`src/rtl/flash_rx_framer.sv`:
```
// flash_rx_framer
//   MISO-side deserializer and byte FIFO for the SPI flash controller.
//   While chip-select is low, f_miso is sampled on each bit_valid strobe.
//   Bits are packed MSB-first into bytes. Each completed byte is tagged with
//   its index in the transaction and queued for a valid/ready consumer.
//
// Ports
//   clk        : sole clock, rising edge
//   n_rst      : synchronous active-low reset
//   f_cs       : flash chip-select, active-low (low = transaction in progress)
//   f_miso     : serial data from the flash
//   bit_valid  : one-cycle strobe per SCLK bit; f_miso is sampled in that cycle
//   rx_ready   : consumer takes the head entry when rx_valid is also high
//   clear_err  : clears the sticky error flags
//   rx_valid   : FIFO non-empty
//   rx_data    : head byte; the first-received bit is in [7]
//   rx_index   : byte index of the head in its transaction (saturates at 255)
//   rx_first   : head is byte 0 of its transaction
//   level      : FIFO occupancy
//   overflow   : sticky; a completed byte was dropped because the FIFO was full
//   frag       : sticky; chip-select rose with 1-7 bits pending
module flash_rx_framer #(
  parameter int FIFO_DEPTH = 8,
  parameter int LVL_W      = $clog2(FIFO_DEPTH) + 1
) (
  input  logic             clk,
  input  logic             n_rst,
  input  logic             f_cs,
  input  logic             f_miso,
  input  logic             bit_valid,
  input  logic             rx_ready,
  input  logic             clear_err,
  output logic             rx_valid,
  output logic [7:0]       rx_data,
  output logic [7:0]       rx_index,
  output logic             rx_first,
  output logic [LVL_W-1:0] level,
  output logic             overflow,
  output logic             frag
);

  localparam int PTR_W = (FIFO_DEPTH > 1) ? $clog2(FIFO_DEPTH) : 1;

  typedef enum logic {
    IDLE  = 1'b0,
    SHIFT = 1'b1
  } state_t;

  state_t state_q, state_d;

  logic [7:0] shreg;
  logic [2:0] bit_cnt;
  logic [7:0] byte_idx;

  logic sample;
  logic byte_done;
  logic frag_set;

  logic [7:0] mem_data  [FIFO_DEPTH];
  logic [7:0] mem_idx   [FIFO_DEPTH];
  logic       mem_first [FIFO_DEPTH];

  logic [PTR_W-1:0] wr_ptr, rd_ptr;
  logic [LVL_W-1:0] count;

  logic full;
  logic pop;
  logic push;
  logic ovf_set;

  // The FSM state is simply a registered copy of chip-select. Sampling uses the
  // live f_cs so a strobe in the same cycle that f_cs falls is not lost.
  always_comb begin
    state_d   = state_q;
    sample    = 1'b0;
    byte_done = 1'b0;
    frag_set  = 1'b0;
    case (state_q)
      IDLE: begin
        if (!f_cs) state_d = SHIFT;
      end
      SHIFT: begin
        if (f_cs) begin
          state_d  = IDLE;
          frag_set = (bit_cnt != 3'd0);
        end
      end
      default: state_d = IDLE;
    endcase
    sample    = bit_valid && !f_cs;
    byte_done = sample && (bit_cnt == 3'd7);
  end

  always_ff @(posedge clk) begin
    if (!n_rst) state_q <= IDLE;
    else        state_q <= state_d;
  end

  always_ff @(posedge clk) begin
    if (!n_rst) begin
      shreg    <= 8'd0;
      bit_cnt  <= 3'd0;
      byte_idx <= 8'd0;
    end else if (f_cs) begin
      // Outside a transaction the counters are held at zero, which also
      // discards any partial byte when chip-select rises early.
      bit_cnt  <= 3'd0;
      byte_idx <= 8'd0;
    end else if (sample) begin
      shreg   <= {shreg[6:0], f_miso};
      bit_cnt <= bit_cnt + 3'd1;
      if (bit_cnt == 3'd7 && byte_idx != 8'hFF) byte_idx <= byte_idx + 8'd1;
    end
  end

  assign rx_valid = (count != '0);
  assign full     = (count == LVL_W'(FIFO_DEPTH));
  assign pop      = rx_valid && rx_ready;
  // A pop in the same cycle frees the slot, so a full FIFO can still accept.
  assign push     = byte_done && (!full || pop);
  assign ovf_set  = byte_done && full && !pop;

  always_ff @(posedge clk) begin
    if (!n_rst) begin
      wr_ptr <= '0;
      rd_ptr <= '0;
      count  <= '0;
      for (int i = 0; i < FIFO_DEPTH; i++) begin
        mem_data[i]  <= 8'd0;
        mem_idx[i]   <= 8'd0;
        mem_first[i] <= 1'b0;
      end
    end else begin
      if (push) begin
        mem_data[wr_ptr]  <= {shreg[6:0], f_miso};
        mem_idx[wr_ptr]   <= byte_idx;
        mem_first[wr_ptr] <= (byte_idx == 8'd0);
        wr_ptr            <= wr_ptr + PTR_W'(1);
      end
      if (pop) rd_ptr <= rd_ptr + PTR_W'(1);
      case ({push, pop})
        2'b10:   count <= count + LVL_W'(1);
        2'b01:   count <= count - LVL_W'(1);
        default: count <= count;
      endcase
    end
  end

  // Sticky flags: a set event in the same cycle as clear_err wins.
  always_ff @(posedge clk) begin
    if (!n_rst) begin
      overflow <= 1'b0;
      frag     <= 1'b0;
    end else begin
      if (ovf_set)        overflow <= 1'b1;
      else if (clear_err) overflow <= 1'b0;
      if (frag_set)       frag     <= 1'b1;
      else if (clear_err) frag     <= 1'b0;
    end
  end

  assign rx_data  = mem_data[rd_ptr];
  assign rx_index = mem_idx[rd_ptr];
  assign rx_first = mem_first[rd_ptr];
  assign level    = count;

endmodule

```
`config.mk`:
```
export PLATFORM = sky130hd
export DESIGN_NAME = flash_rx_framer
export DESIGN_NICKNAME = d
export VERILOG_FILES = /design/src/rtl/flash_rx_framer.sv
export SDC_FILE = /design/constraint.sdc
export NUM_CORES = 1
export LEC_CHECK = 0
export ABC_AREA = 1
export BUFFER_PORTS_ARGS = -buffer_cell sky130_fd_sc_hd__clkbuf_2
export CORE_MARGIN = 3
export CORE_UTILIZATION = 50
export CTS_CLUSTER_SIZE = 10
export DETAILED_ROUTE_END_ITERATION = 10
export GPL_ROUTABILITY_DRIVEN = 0
export PLACE_DENSITY = 0.68
export SYNTH_ARGS = -nofsm -noshare
export SYNTH_HDL_FRONTEND = slang
export SYNTH_SLANG_ARGS = --single-unit
```
`constraint.sdc`:
```
create_clock -name clk -period 2.3 [get_ports clk]
set_clock_uncertainty 0.1 [all_clocks]
set_input_delay 0.23 -clock clk [delete_from_list [all_inputs] [get_ports clk]]
set_output_delay 0.23 -clock clk [all_outputs]
set_load 0.01 [all_outputs]
```
Yosys cells after proc, flatten, opt, wreduce, memory -nomap -nowiden
Memory sizes are Yosys's and may differ from the RTL's. A register that Yosys moved wholly into a read port is not among the register bits.
Index checks and enable logic that the tools add are counted.
Widths: inputs -> output; s select.

storage, ports and cells
  input port bits = 7
  RAM bits = 136
  output and inout port bits = 24
  memories kept = 3
  logic and storage cells = 74
  bits in registers = 31

operators by class
  muxes and demuxes = 26
  equal/unequal tests = 5
  reductions and logical operators = 23
  $add $sub $neg = 6
  bitwise gates (word level) = 2

memories
  name       depth  width  rd ports  clocked after memory_dff  write ports  line  source
  mem_data   8      8      1         1                         8            59    logic [7:0] mem_data [FIFO_DEPTH];
  mem_idx    8      8      1         1                         8            60    logic [7:0] mem_idx [FIFO_DEPTH];
  mem_first  8      1      1         1                         8            61    logic mem_first [FIFO_DEPTH];

operators by type and width
  kind                 count
  $mux 3               9
  $mux 8               2
  $reduce_or 8->1      2
  $mux 1               14
  $add 3x1->3 const B  3
  $add 8x1->8 const B  1
  $logic_not 8->1      1
  $ne 8x8->1 const B   1
  $pmux 4 s2           1
  $logic_and 1x1->1    7
  $reduce_bool 2->1    3
  $add 4x1->4 const B  1
  $eq 4x4->1 const B   1
  $reduce_and 2->1     2
  $reduce_bool 4->1    1
  $sub 4x1->4 const B  1
  $eq 3x3->1 const B   1
  $logic_not 1->1      3
  $reduce_bool 3->1    1
  $eq 2x1->1 const B   1
  $eq 2x2->1 const B   1
  $not 1->1            2
  $reduce_or 2->1      1
  $logic_or 1x1->1     1
  $reduce_or 1->1      1

Longest topological paths before layout
  depth after elaboration = 9
  depth in mapped cells = 13
  mapped depth without buffers = 13

Worst setup path after synthesis
No wires, ideal clock.

  path kind = register to register
  from = register bit_cnt[0]
  to = memory mem_data[3][0] (enable)
  buffers on the path = 1
  data required time = 1.828 ns
  data arrival time = 1.774 ns
  stages on the path, launching flop included = 10
  slack = 0.054 ns
  setup time = 0.372 ns
  clock period less this slack = 2.246 ns
  path through = dfxtp_1 -> ha_1 -> ha_1 -> nand3_4 -> clkinv_4 -> nand2_4 -> nor2_8 -> nand3_4 -> buf_6 -> nand2_1

RTL lines
  item                      line  source
  start: declaration        52    logic [2:0] bit_cnt;
  start signal: assignment  111   bit_cnt <= bit_cnt + 3'd1;
  end: declaration          59

==> results.sh <==
export IMPL_syn_to_final_growth_pct=14.9
export IMPL_crit_path_max_fanout=32
export IMPL_hold_slack_ns=0.0152
export IMPL_wl_mm=19.0
export IMPL_clkTransAtPathRegs_ns=0.06
export IMPL_layout_drive_gt1_share_pct=15.2
export IMPL_drt_iter0_markers=700
export IMPL_synth_top_area_share_pct=50.3
export IMPL_wl_per_cell_um=18.6
export IMPL_slew_viol_final=0
export IMPL_finalPower_w=0.00893
export IMPL_ios=31
export IMPL_setup_tns_ns=0
export IMPL_async_flop_share_pct=0
export IMPL_crit_path_end_kind="output pin"
export IMPL_drc=0
export IMPL_hold_viol=0
export IMPL_postSynthCellCount=783
export IMPL_synth_ff_type="edfxtp_1"
export IMPL_synth_ff_latch_count=170
export IMPL_drt_pass1_iterations=5
export IMPL_post_cts_buffers=0
export IMPL_ys_top_cells_by_area="edfxtp_1 (50%), nor2_1 (12%), dfxtp_1 (11%), nand2_1 (5.1%), o21ai_0 (4.1%)"
export IMPL_grt_pass1_vias=5792
export IMPL_cts_root_buf="clkbuf_16"
export IMPL_vias=5831
export IMPL_yosys_warnings=0
export IMPL_grt_max_degree=35
export IMPL_cts_made_buffers=17
export IMPL_clk_latency_ns=0.43
export IMPL_max_freq_mhz=453
export IMPL_ys_types=32
export IMPL_slew_headroom_pct=58.4
export IMPL_mappedNetlistArea_um2=7650
export IMPL_antenna_cells=0
export IMPL_min_path_type="in -> reg"
export IMPL_crit_type="reg -> out"
export IMPL_top_usage_layer="met2"
export IMPL_grt_use_total_pct=23.9
export IMPL_rows=44
export IMPL_start_util_pct=51.8
export IMPL_worstPathArrival_ns=1.88
export IMPL_ctsLongestPathBuffers=2
export IMPL_worst_setup_path_start_kind="flip-flop"
export IMPL_antenna_left=0
export IMPL_grt_antenna_before_repair=0
export IMPL_clkSinkCount=170
export IMPL_synth_commonest_cells="nor2_1 (241), edfxtp_1 (128), nand2_1 (103), o21ai_0 (62), dfxtp_1 (42)"
export IMPL_synth_top_cell_by_area="edfxtp_1"
export IMPL_synth_seq_area_share_pct=61.3
export IMPL_io_buffers=30
export IMPL_coreArea_um2=14800
export IMPL_yosysMostFrequentCell="nor2_1"
export IMPL_required_ns=1.97
export IMPL_fill_cells=1243
export IMPL_gr_usage_met1_pct=31.6
export IMPL_maxCapViolCount=0
export IMPL_cts_tree="built"
export IMPL_p_leak_nw=3.30
export IMPL_dieArea_um2=16800
export IMPL_min_period_ns=2.21
export IMPL_route_detailed_vias_per_inst=5.71
export IMPL_use_met2_pct=39.2
export IMPL_die_w_um=130
export IMPL_nets=839
export IMPL_period_share_pct=95.9
export IMPL_p_per_area_nw_per_um2=1020
export IMPL_dp_hpwl_mm=11.9
export IMPL_worst_pin_slew_ns=0.621
export IMPL_irDropWorstVdd_mv=0.562
export IMPL_die_y_um=130
export IMPL_synth_edff_count=128
export IMPL_grt_use_met3_pct=4.58
export IMPL_setup_violations_final=0
export IMPL_status="finished, final reports clean"
export IMPL_gr_total_overflow=0
export IMPL_rsz0062_at_grt="false"
export IMPL_syn_area_per_cell_um2=9.77
export IMPL_syn_num_nets=798
export IMPL_grt_pass1_wl_mm=30.5
export IMPL_htreeDepth=4
-- cells by family (layout without fill, tap and decap cells) --
logic type | Yosys count | after routing | synth area share [%]
adder cells (fa/ha/maj) | 8 | 8 | 1.31
flip-flops | 170 | 170 | 61.3
AO/OA/AOI/OAI | 122 | 122 | 9.70
XOR/XNOR | 2 | 2 | 0.229
AND/OR/NAND/NOR | 397 | 397 | 22.5
buffers and inverters | 84 | 138 | 4.96
-- state kept, by name, summed over array words and instances (netlist names), named ones only --
register / count
frag: 1
wr_ptr: 3
overflow: 1
byte_idx: 8
mem_idx: 64
mem_first: 8
level: 4
bit_cnt: 3
mem_data: 64
state_q: 1
shreg: 7
rd_ptr: 3
-- worst max-delay path: stages (launching register included) --
cell and delay [ns]:
dfxtp_4 0.43, buf_12 0.22, nor2_1 0.08, o32ai_1 0.34, nand2_1 0.11, nand2_1 0.12
clkbuf_2 0.14
-- power by group --
group          total [W]  switching [W]  leakage, nW  internal, W
combinational    0.00264        0.00164         1.39     0.000998
clock            0.00269        0.00117        0.252      0.00151
sequential       0.00360       0.000150         1.66      0.00345
total            0.00893        0.00296         3.30      0.00596
-- cell type report --
type                    count  area, um2  area share (%)
repair buffers             63        547            6.22
flip-flops and latches    170       4690            53.4
inverters                  43        171            1.95
multi-input cells         529       2600            29.6
well taps                 184        230            2.62
clock inverters            11       98.8            1.13
clock buffers              21        450            5.13
-- placed cells by master, fill, tap and decap left out, types with 2 or more instances in the layout --
cell type and n:
a21oi_1 24, buf_12 6, buf_16 2, buf_4 21
clkbuf_1 3, clkbuf_16 17, clkbuf_2 30, clkinv_1 12
clkinv_2 3, clkinvlp_4 6, dfxtp_1 40, dlygate4sd3_1 2
edfxtp_1 128, ha_1 8, inv_1 27, inv_2 2
inv_6 2, nand2_1 103, nand3_1 17, nand3_2 2
nand3_4 7, nand4_1 5, nor2_1 241, nor2_2 14
nor3_2 2, o21ai_0 62, o32ai_1 31, o32ai_2 2
xor2_1 2
-- metrics by stage --
stage	std cells	setup WS (ns)	cell area (um2)	util [%]
global route	1021	0.0200	8790	59.5
detailed placement	984	0.227	8100	54.9
global placement	984	0.301	8100	54.9
floorplan	783	0.0539	7650	-
finish	1021	0.0940	8790	59.5
CTS	1021	0.0523	8770	59.5
-- path summary, 6_finish.rpt --
path         startpoint             to  slack (ns)  cells past startpoint
min reg2reg   rd_ptr[2]      rd_ptr[2]        0.37                      2
max reg2reg  bit_cnt[0]  mem_idx[3][7]        0.21                      9
max           flip-flop    rx_index[5]        0.09                      6
min               n_rst       overflow        0.02                      3
-- what timing repair did --
action	CTS	global route
gates resized for setup	2	6
cloned	3	0
hold buffers	2	0
hold endpoints to repair	2	0
pin swaps	0	0
setup endpoints to repair	6	6
-- metal layers --
metal	up-vias	wire (um)
met5	-	0
met4	0	382
li1	2745	-
met3	32	1250
met1	2815	8020
met2	239	9360
(Power assumes the default switching activity.)
